===== config.mk =====
export PLATFORM = sky130hd
export DESIGN_NAME = pc_sequencer
export DESIGN_NICKNAME = d
export VERILOG_FILES = /design/src/rtl/pc_sequencer_pkg.sv /design/src/rtl/pc_sequencer_next.sv /design/src/rtl/pc_sequencer.sv
export SDC_FILE = /design/constraint.sdc
export NUM_CORES = 1
export LEC_CHECK = 0
export CAP_MARGIN = 10
export CORE_UTILIZATION = 48
export CTS_CLUSTER_SIZE = 28
export DETAILED_ROUTE_END_ITERATION = 16
export PLACE_DENSITY = 0.79
export SLEW_MARGIN = 20
export SYNTH_ARGS = -nofsm -noshare
export SYNTH_HDL_FRONTEND = slang
export SYNTH_SLANG_ARGS = --single-unit

===== constraint.sdc =====
create_clock -name CLK -period 4 [get_ports CLK]
set_input_delay 1 -clock CLK [delete_from_list [all_inputs] [get_ports CLK]]
set_output_delay 1 -clock CLK [all_outputs]
set_load 0.01 [all_outputs]

===== src/rtl/pc_sequencer_pkg.sv =====
// definitions: shared sequencer state encoding and default PC width.
package definitions;
  localparam int PC_W_DEFAULT = 10;
  typedef enum logic [2:0] {IDLE, FETCH, EXEC, MEMWAIT, HALTED} seq_state_t;
endpackage


===== src/rtl/pc_sequencer_next.sv =====
// pc_next_calc: next-PC adder with sign-extended branch/jump offset.
module pc_next_calc #(
  parameter int PC_W = 10
) (
  input  logic [PC_W-1:0] pc,
  input  logic [8:0]      offset,
  input  logic            take,
  input  logic            inc,
  output logic [PC_W-1:0] next_pc
);
  logic [PC_W-1:0] off_ext;
  assign off_ext = PC_W'($signed(offset));
  assign next_pc = take ? pc + off_ext : inc ? pc + 1'b1 : pc;
endmodule


===== src/rtl/pc_sequencer.sv =====
// pc_sequencer: fetch/execute controller owning the PC and retired-instruction count.
module pc_sequencer
  import definitions::*;
#(
  parameter int PC_W  = PC_W_DEFAULT,
  parameter int CNT_W = 16
) (
  input  logic             CLK,
  input  logic             Reset,
  input  logic             Start,
  input  logic             Halt,
  input  logic             IsJump,
  input  logic             IsBranch,
  input  logic             BranchCond,
  input  logic [8:0]       Offset,
  input  logic             MemReq,
  input  logic             MemDone,
  output logic [PC_W-1:0]  PC,
  output logic             InstValid,
  output logic             MemStart,
  output logic             Done,
  output logic [CNT_W-1:0] InstCount
);
  seq_state_t state_q, state_d;
  logic [PC_W-1:0] pc_q, pc_d, pc_nxt;
  logic [CNT_W-1:0] cnt_q, cnt_d;
  logic done_q, done_d, clr, take, inc;
  pc_next_calc #(.PC_W(PC_W)) u_next (
    .pc(pc_q), .offset(Offset), .take(take), .inc(inc), .next_pc(pc_nxt)
  );
  always_comb begin
    state_d   = state_q;
    clr       = 1'b0;
    take      = 1'b0;
    inc       = 1'b0;
    InstValid = 1'b0;
    MemStart  = 1'b0;
    case (state_q)
      IDLE, HALTED: begin
        clr     = Start;
        state_d = Start ? FETCH : state_q;
      end
      FETCH: state_d = EXEC;
      EXEC: begin
        MemStart  = !Halt && MemReq;
        InstValid = !Halt && !MemReq;
        take      = InstValid && (IsJump || (IsBranch && BranchCond));
        inc       = InstValid;
        state_d   = Halt ? HALTED : MemReq ? MEMWAIT : FETCH;
      end
      MEMWAIT: begin
        InstValid = MemDone;
        inc       = MemDone;
        state_d   = MemDone ? FETCH : MEMWAIT;
      end
      default: state_d = IDLE;
    endcase
    pc_d   = clr ? '0 : pc_nxt;
    cnt_d  = clr ? '0 : (InstValid && cnt_q != '1) ? cnt_q + 1'b1 : cnt_q;
    done_d = state_d == HALTED;
  end
  always_ff @(posedge CLK) begin
    if (Reset) begin
      state_q <= IDLE;
      pc_q    <= '0;
      cnt_q   <= '0;
      done_q  <= 1'b0;
    end else begin
      state_q <= state_d;
      pc_q    <= pc_d;
      cnt_q   <= cnt_d;
      done_q  <= done_d;
    end
  end
  assign PC        = pc_q;
  assign InstCount = cnt_q;
  assign Done      = done_q;
endmodule

# Word-level counts from Yosys, hierarchy flattened
# Cells that the tools add are included.
[op_classes]
n_addsub = 3
eq_ne = 6
mux = 11
reduce_logical = 12
[ops]
columns = ["operator", "n"]
rows = [
  ["two-way mux 10 bit", 2],
  ["adder 16 x 1 -> 16 bit, second input constant", 1],
  ["inequality test 16 bit, second input constant", 1],
  ["one-hot mux 3 bit (4 select lines)", 1],
  ["adder 10 x 1 -> 10 bit, second input constant", 1],
  ["adder 10 bit", 1],
  ["== test 3 x 2 -> 1 bit, second input constant", 2],
  ["== test 3 bit, second input constant", 2],
  ["two-way mux 3 bit", 2],
  ["logical AND 1 bit", 5],
  ["two-way mux 2 bit", 2],
  ["OR reduction 2 bit", 2],
  ["== test 3 x 1 -> 1 bit, second input constant", 1],
  ["zero test 3 bit", 1],
  ["two-way mux 1 bit", 3],
  ["zero test 1 bit", 2],
  ["one-hot mux 1 bit (2 select lines)", 1],
  ["nonzero test 2 bit", 1],
  ["logical OR 1 bit", 1],
]
[word_totals]
reg_bits = 30
word_cells = 36

# Logic depth before layout (Yosys ltp)
[logic_depth]
word_depth = 5
ltp_mapped = 12
depth_no_buf = 12

# Hierarchy
# Synthesis repeated with hierarchy kept, for this count alone.
[hier_totals]
cells_unflattened = 243
hier_area_um2 = 2016.9
[by_module_without_submodules]
columns = ["mod", "instances", "cells_per_inst", "area_each_um2", "seq_area_each_um2"]
rows = [
  ["pc_sequencer", 1, 148, 1328.8, 600.6],
  ["pc_next_calc", 1, 95, 688.2, 0.0],
]

# Worst setup path before layout
# OpenSTA, ideal clock, no wires.
[synth_timing]
path_kind = "in2reg"
start = "input Halt"
end = "register pc_q[6], in the netlist PC[6]"
setup_ps = 86
t_arrival_ps = 3109
required_ps = 3914
slack_ps = 805
path_stages = 12
n_path_buf = 0
path_cell_list = "nor4b_2 > nor3b_4 > or2b_1 > ha_1 > inv_1 > fa_1 > nor2b_1 > o21a_1 > o21ai_0 > a21oi_1 > xnor2_1 > a211oi_1"
[synth_via]
elab_chain_len = 5
word_cells_on_any_way = 7
[synth_lines]
columns = ["element", "line_no", "rtl"]
rows = [
  ["from (decl)", "pc_sequencer.sv:11", "input logic Halt,"],
  ["zero test 1 bit *", "pc_sequencer.sv:46", "InstValid = !Halt && !MemReq;"],
  ["logical AND 1 bit *", "pc_sequencer.sv:46", ""],
  ["logical AND 1 bit", "pc_sequencer.sv:47", "take = InstValid && (IsJump || (IsBranch && BranchCond));"],
  ["two-way mux 1 bit", "pc_sequencer.sv:38", "case (state_q)"],
  ["two-way mux 10 bit / nonzero test 2 bit (equally long branches)", "n/a", ""],
  ["to (signal assigned)", "pc_sequencer.sv:70", "pc_q <= pc_d;"],
  ["to (decl)", "pc_sequencer.sv:25", "logic [PC_W-1:0] pc_q, pc_d, pc_nxt;"],
]
# Mark *: on every way between the ends. The rest lies on a longest branch, timed or not.
# A chain may end at the register's enable or synchronous reset.

# Worst setup path in the final report
[layout_timing]
start = "input MemReq"
end = "output InstValid"
[layout_via]
elab_chain_len = 3
[layout_lines]
columns = ["element", "line_no", "rtl"]
rows = [
  ["from (decl)", "pc_sequencer.sv:16", "input logic MemReq,"],
  ["zero test 1 bit", "pc_sequencer.sv:46", ""],
  ["logical AND 1 bit", "pc_sequencer.sv:46", ""],
  ["one-hot mux 1 bit (2 select lines)", "pc_sequencer.sv:38", ""],
  ["to (decl)", "pc_sequencer.sv:19", "output logic InstValid,"],
]
# No other way between the ends.

==> impl_metrics.csv <==
group,metric,value,unit
run_status,outcome,"completed",
setup_path,path_cells,"clkdlybuf4s50_1, or3_4, a21o_4, inv_2, clkdlybuf4s50_1",
synthesis,syn_area,1797,µm²
setup_path,crit_type,"in2out",
route,vias,1655,
route,wl_per_cell,12.62,µm
setup_path,critPathBufInv,3,
layout,final_nets,291,
timing,slew_viol_final,0,
clock_tree,htreeDepth,2,
synthesis,synth_top_area_cell,"dfxtp_1",
grt,grt_pass1_vias,1555,
timing,fin_tns_setup,0,ns
floorplan,core_area,3468,µm²
route,drt-met1-wl,1.834,mm
pwr,cellPowerDensity,252.0,nW/µm²
synthesis,syn_inst,211,
route,drtPass1Iterations,4,
synthesis,syn_nets,240,
synthesis,synthFlopType,"dfxtp_1",
clock_tree,cts_tree,"built",
timing,clock_skew,0.003878,ns
synthesis,synthTopCellsByArea,"dfxtp_1 33%, ha_1 7.0%, a21oi_1 5.0%",
timing,timing.hold.ws,0.4732,ns
layout,regArea,600.6,µm²
layout,finalCoreUtilization,69.23,%
clock_tree,cts_resized,0,
synthesis,synth_seq_cells,30,
pwr,ir_drop,0.0002020,V
timing,hold_violations,0,
floorplan,die_h,63.18,µm
clock_tree,numCtsBuffers,5,
route,dr.max_layer_used,"met4",
hold_path,min_from,"PC[2]$_SDFFE_PP0P_",
clock_tree,ctsRootBufferMaster,"clkbuf_8",
synthesis,yosys_warnings,0,
layout,multi_input_area,1135,µm²
grt,grt_pass1_wl,6.686,mm
clock_tree,numClockSinks,30,
route,viasPerCell,5.356,
timing,final_period_minus_worst_setup_slack,3.740,ns
layout,fillers,312,
timing,worst_pin_slew,0.5189,ns
synthesis,synth_edf_count,0,
setup_path,r2r_start,"state_q[0]$_SDFF_PP0_",
layout,area_growth,33.63,%
grt,grt_usage,21.06,%
setup_path,max_stage_delay,0.53,ns
synthesis,syn_area_per_cell,8.515,µm²
layout,drive_gt1_share,8.745,%
floorplan,ios,47,
job,max_cap_violations,0,
setup_path,crit_path_max_fanout,3,
route,dr_wl_met3,185,µm
floorplan,die_w,63.18,µm
timing,fmax,267.4,MHz
pwr,cellLeakagePower,0.9072,nW
route,drc_errors,0,
clock_tree,post-cts-setup-buffers,0,
clock_tree,clock_path_buffers,2,
timing,rsz0062_at_grt,"no",
floorplan,die_area,3992,µm²
setup_path,crit_family,"buffers and inverters",
placed_design,gp_congestion,0.8859,
synthesis,synth.top_cell.area_share,33.43,%
timing,setup_viol,0,
setup_path,start_kind,"primary input",
floorplan,row_count,21,
synthesis,synth_cell_types,46,
route,wl,3.899,mm
clock_tree,cts-hold-fix-buffers,0,
route,drt-initial-drc-count,61,
route,ant_nets,0,
pwr,p_total,0.6051,mW
route,dr_wl_met2,1.807,mm
floorplan,start_util,51.80,%
layout,diodes,0,
setup_path,critPathSlowestCell,"clkdlybuf4s50_1",
grt,grt_max_degree,27,
placed_design,port_buffers,46,
setup_path,path_common_cell,"clkdlybuf4s50_1",
hold_path,hold_class,"reg2reg",
placed_design,hpwl,2.808,mm
clock_tree,clk_latency,0.27,ns
grt,gr-total-overflow,0,
setup_path,critPathRequiredTime,3.00,ns
synthesis,seq_area_frac_synth,33.43,%
grt,antenna_found_initial,0,
setup_path,cp-startpoint,"MemReq",
synthesis,async_flop_share,0,%
clock_tree,clk_pin_slew,0.06,ns
timing,relSlewSlack,65.41,%
setup_path,worstSetupEndpointType,"primary output",
setup_path,cp.arrival,2.74,ns
timing,fin_crit_sh,93.49,%
[final timing paths]
path	end	slack, ns	cells past startpoint
max reg2reg	PC[6]$_SDFFE_PP0P_	1.11	12
min reg2reg	PC[2]$_SDFFE_PP0P_	0.47	2
min	PC[2]$_SDFFE_PP0P_	0.47	2
max	InstValid	0.26	5
[report_power, final]
group	leakage, nW	internal (mW)	switching [mW]
combinational	0.617	0.0271	0.0237
sequential	0.242	0.301	0.00356
clock	0.0482	0.139	0.111
total	0.907	0.467	0.138
[state kept, by name, indices dropped and copies added, names as in the netlist]
name	cells
Done	1
InstCount	16
PC	10
state_q	3
[layer usage]
layer | vias up | GRT usage, %
li1 | 846 | -
met1 | 759 | 26.12
met2 | 41 | 34.54
met3 | 9 | 5.254
met4 | 0 | 8.807
met5 | - | 0
[area by class of cell]
class | count | share of cell area [%]
Clock inverter | 1 | 0.2084
Inverter | 9 | 1.407
Tap cell | 46 | 2.397
Sequential cell | 30 | 25.01
Multi-Input combinational cell | 167 | 47.26
Clock buffer | 7 | 3.596
Timing Repair Buffer | 49 | 20.11
[worst register-to-register path: stages (launching register included)]
cell      delay (ns)
dfxtp_1         0.38
nor4b_2         0.33
nor3b_4         0.35
or2b_1          0.26
ha_1            0.19
inv_1           0.07
fa_1            0.20
nor2b_1         0.06
o21a_1          0.17
o21ai_0         0.29
a21oi_1         0.13
xnor2_1         0.14
a211oi_1        0.23
[Yosys cell counts (3+ instances only)]
master,number
and2_1,8
nand2_1,23
ha_1,10
a21o_1,3
o21ai_0,4
xor2_1,9
clkbuf_1,3
a31oi_1,4
nand4_1,4
nor2_1,23
nor3_1,5
a211oi_1,3
xnor2_1,7
and3_1,3
or3_1,3
inv_1,8
a21oi_1,18
nand3_1,8
dfxtp_1,30
nand2b_1,3
[cells by family (layout without fill, tap and decap cells)]
group	Yosys count	count (layout)	synth area share, %
AND/OR/NAND/NOR	94	94	27.72
AO/OA/AOI/OAI	44	44	18.45
flip-flops	30	30	33.43
XOR/XNOR	16	16	7.800
buffers and inverters	14	66	3.412
adder cells (fa/ha/maj)	11	11	8.078
multiplexers	2	2	1.114
[layout by cell type, fill, tap and decap left out, types with 2 or more instances in the layout]
| master | n |
|---|---|
| nor2_1 | 23 |
| o21ai_0 | 4 |
| nand4_1 | 4 |
| nand3_1 | 8 |
| a21o_1 | 3 |
| and2_1 | 8 |
| nand2_1 | 23 |
| mux2i_1 | 2 |
| xnor2_1 | 7 |
| clkbuf_8 | 6 |
| a2111oi_4 | 2 |
| nor3b_1 | 2 |
| a31oi_1 | 4 |
| clkdlybuf4s50_1 | 46 |
| inv_1 | 8 |
| o2111ai_1 | 2 |
| or2b_1 | 2 |
| dfxtp_1 | 30 |
| nand2b_1 | 3 |
| a211oi_1 | 3 |
| nor2b_1 | 2 |
| buf_4 | 3 |
| or3_1 | 3 |
| nor3_1 | 5 |
| and3_1 | 3 |
| ha_1 | 10 |
| xor2_1 | 9 |
| a21oi_1 | 18 |
[stage by stage]
step | setup WS, ns | area, µm² | instances
floorplan | 0.8052 | 1797 | 211
global placement | 0.2051 | 2310 | 301
detailed placement | 0.08443 | 2310 | 301
CTS | 0.2547 | 2401 | 309
global route | 0.1520 | 2401 | 309
finish | 0.2605 | 2401 | 309
Note: power is estimated with default switching activity, not from simulation.
==> variant, RTL diff (config.mk and constraints unchanged) <==
The package constant `PC_W_DEFAULT` goes from 10 to 8.
--- a/src/rtl/pc_sequencer_pkg.sv
+++ b/src/rtl/pc_sequencer_pkg.sv
@@ -1,5 +1,5 @@
 // definitions: shared sequencer state encoding and default PC width.
 package definitions;
-  localparam int PC_W_DEFAULT = 10;
+  localparam int PC_W_DEFAULT = 8;
   typedef enum logic [2:0] {IDLE, FETCH, EXEC, MEMWAIT, HALTED} seq_state_t;
 endpackage
Ports: changed (resized PC); port bits go from 47 to 45. The function was not compared with the original's and may differ.
==> variant against the unedited design <==
  * Cell count decreased by 7.1%
  * Sequential cell count fell by 2
  * Non-clock buffer count shrank 1
  * Sequential power fell by 6.6%
  * Largest power group unchanged
  * Total power is 22% lower
  * Core utilization is 3.2 points lower
  * Area after synthesis shrank 4.9%
  * Routed wire length fell by 7.1%
  * Worst setup slack better by 0.032 ns
  * Clock skew barely moved
  * Global-route usage decreased by 0.35 points
  * Die area down 4.7%
  * Cell area decreased by 7.5%
  * Maximum frequency grew 0.87%
==> variant: results (changes against the unedited design) <==
Parameter                              Value

Final layout
  Number of flip-flops under the largest register name    16 (unchanged)
  Fraction of final layout cells sized beyond drive strength 1    8.30% (-0.45 points)
  Nets    269 (-7.6%)
  Filler instances    298 (-4.5%)

Drt
  Number of iterations in the first detailed-routing pass    4 (unchanged)
  Number of DRC violations after detailed-routing iteration 0    82 (+34%)
  Final routed wirelength across all metal layers    3620 microns (-7.1%)
  Count of vias placed by the detailed router    1541 (-6.9%)

Synthesis
  Share of flip-flops with an asynchronous set or reset after synthesis    0% (unchanged)
  Seq/Total Area, Yosys    32.8% (-0.63 points)
  Yosys cell types    47 (+2.2%)
  Yosys warning count    0 (unchanged)
  Leading cell types by total area after synthesis    dfxtp_1 33%, ha_1 5.9%, nor2_1 4.8%
  Ys flop type    dfxtp_1
  Synth top cells by count    28 x dfxtp_1, 22 x nor2_1, 14 x nand2_1
  Number of nets produced by synthesis    222 (-7.5%)

Global route
  Maximum number of pins on one net before global-route repair    23 (-15%)
  Tot GR Track Use    20.7% (-0.35 points)
  Initial antenna violation count    0 (unchanged)
  Global-route wire length before repair    5930 microns (-11%)
  Via count of the first global-routing pass    1334 (-14%)

Clocking
  Post-CTS clock slew at the launch and capture registers of the worst setup and hold paths    0.15 ns (+0.09 ns)
  Maximum level of the CTS H-tree    1 (-1)
  Clock Tree Root    clkbuf_4
  Clock buffer count from CTS    3 (-2)
  Count of instances resized after the clock tree is built    0 (unchanged)
  Buffers inserted by post-CTS timing repair    0 (unchanged)
  Clk_lat worst skew    0.33 ns (+0.06 ns)

Place
  Global placer's final weighted congestion    0.851 (-3.9%)
  HPWL after detailed placement    2720 microns (-3.0%)
  Buffers on Ports    43 (-6.5%)

Worst setup path
  First element of the critical path    Halt
  Maximum cell stage delay along the critical path    0.53 ns (about the same)
  Worst-case register-to-register setup slack    1.18 ns (+0.07 ns)
  Signal arrival time at the worst endpoint    2.71 ns (-0.03 ns)
  Worst r2r path cells    11 (-1)
  Worst r2r dst    PC[7]$_SDFFE_PP0P_
  Highest net fanout along the worst path    4 (+1)

Power and ir drop
  Leakage dissipation    0.815 nW (-10%)
  Worst IR drop on VDD    160 uV (-21%)

Outcome
  Outcome    complete, no violations

Timing
  Max transition margin    51.8% (-14 points)
  Worst clock skew    0.00412 ns (+0.000246 ns)
variant: final cells by class:
type | instances | area (sq um) | area share [%]
clock buffers | 4 | 36.3 | 1.63
multi-input cells | 156 | 1080 | 48.4
flip-flops and latches | 28 | 561 | 25.2
repair buffers | 48 | 468 | 21.1
well taps | 46 | 57.6 | 2.59
inverters | 5 | 23.8 | 1.07
variant: through the flow:
| step | cells | power (W) | area, sq um | util (%) | setup slack [ns] |
|---|---|---|---|---|---|
| 2_1_floorplan | 195 | 0.000316 | 1710 | - | 0.881 |
| 3_3_place_gp | 283 | 0.000339 | 2190 | 65.0 | 0.212 |
| 3_5_place_dp | 283 | 0.000340 | 2190 | 65.0 | 0.127 |
| 4_1_cts | 287 | 0.000478 | 2220 | 66.1 | 0.286 |
| 5_1_grt | 287 | 0.000495 | 2220 | 66.1 | 0.105 |
| 6_report | 287 | 0.000474 | 2220 | 66.1 | 0.293 |
variant: logic make-up after synthesis:
group	synth area share, %
multiplexers	1.76
adder cells (fa/ha/maj)	7.03
XOR/XNOR	6.66
AO/OA/AOI/OAI	16.3
AND/OR/NAND/NOR	31.2
flip-flops	32.8
buffers and inverters	4.25
variant: how the worst min path moves through the flow:
stage                             from                  to  slack, ns  depth (start not counted)
CTS                 PC[0]$_SDFFE_PP0P_  PC[0]$_SDFFE_PP0P_       0.49                          2
finish              PC[0]$_SDFFE_PP0P_  PC[0]$_SDFFE_PP0P_       0.49                          2
global placement    PC[0]$_SDFFE_PP0P_  PC[0]$_SDFFE_PP0P_       0.47                          2
global route        PC[3]$_SDFFE_PP0P_  PC[3]$_SDFFE_PP0P_       0.52                          2
floorplan           PC[7]$_SDFFE_PP0P_  PC[7]$_SDFFE_PP0P_       0.49                          2
detailed placement  PC[7]$_SDFFE_PP0P_  PC[7]$_SDFFE_PP0P_       0.48                          2
variant: where the power goes:
part	internal, W	switching [W]	leakage, nW
clock	0.0000558	0.0000844	0.0210
combinational	0.0000246	0.0000244	0.568
sequential	0.000282	0.00000324	0.226
variant: worst max-delay path: cells and delay by family:
kind	cells	cell delay, ns
AOI/OAI and AO/OA	1	0.25
buffers and inverters	3	1.04
and+or+nand+nor	1	0.42
variant: metal layers:
metal  up-vias  part of all wire [%]  GRT usage (%)
li1        798                     -              -
met5         -                     0              0
met1       696                    49           28.8
met3         5                   6.4           3.99
met2        42                    43           33.2
met4         0                  0.80           4.76
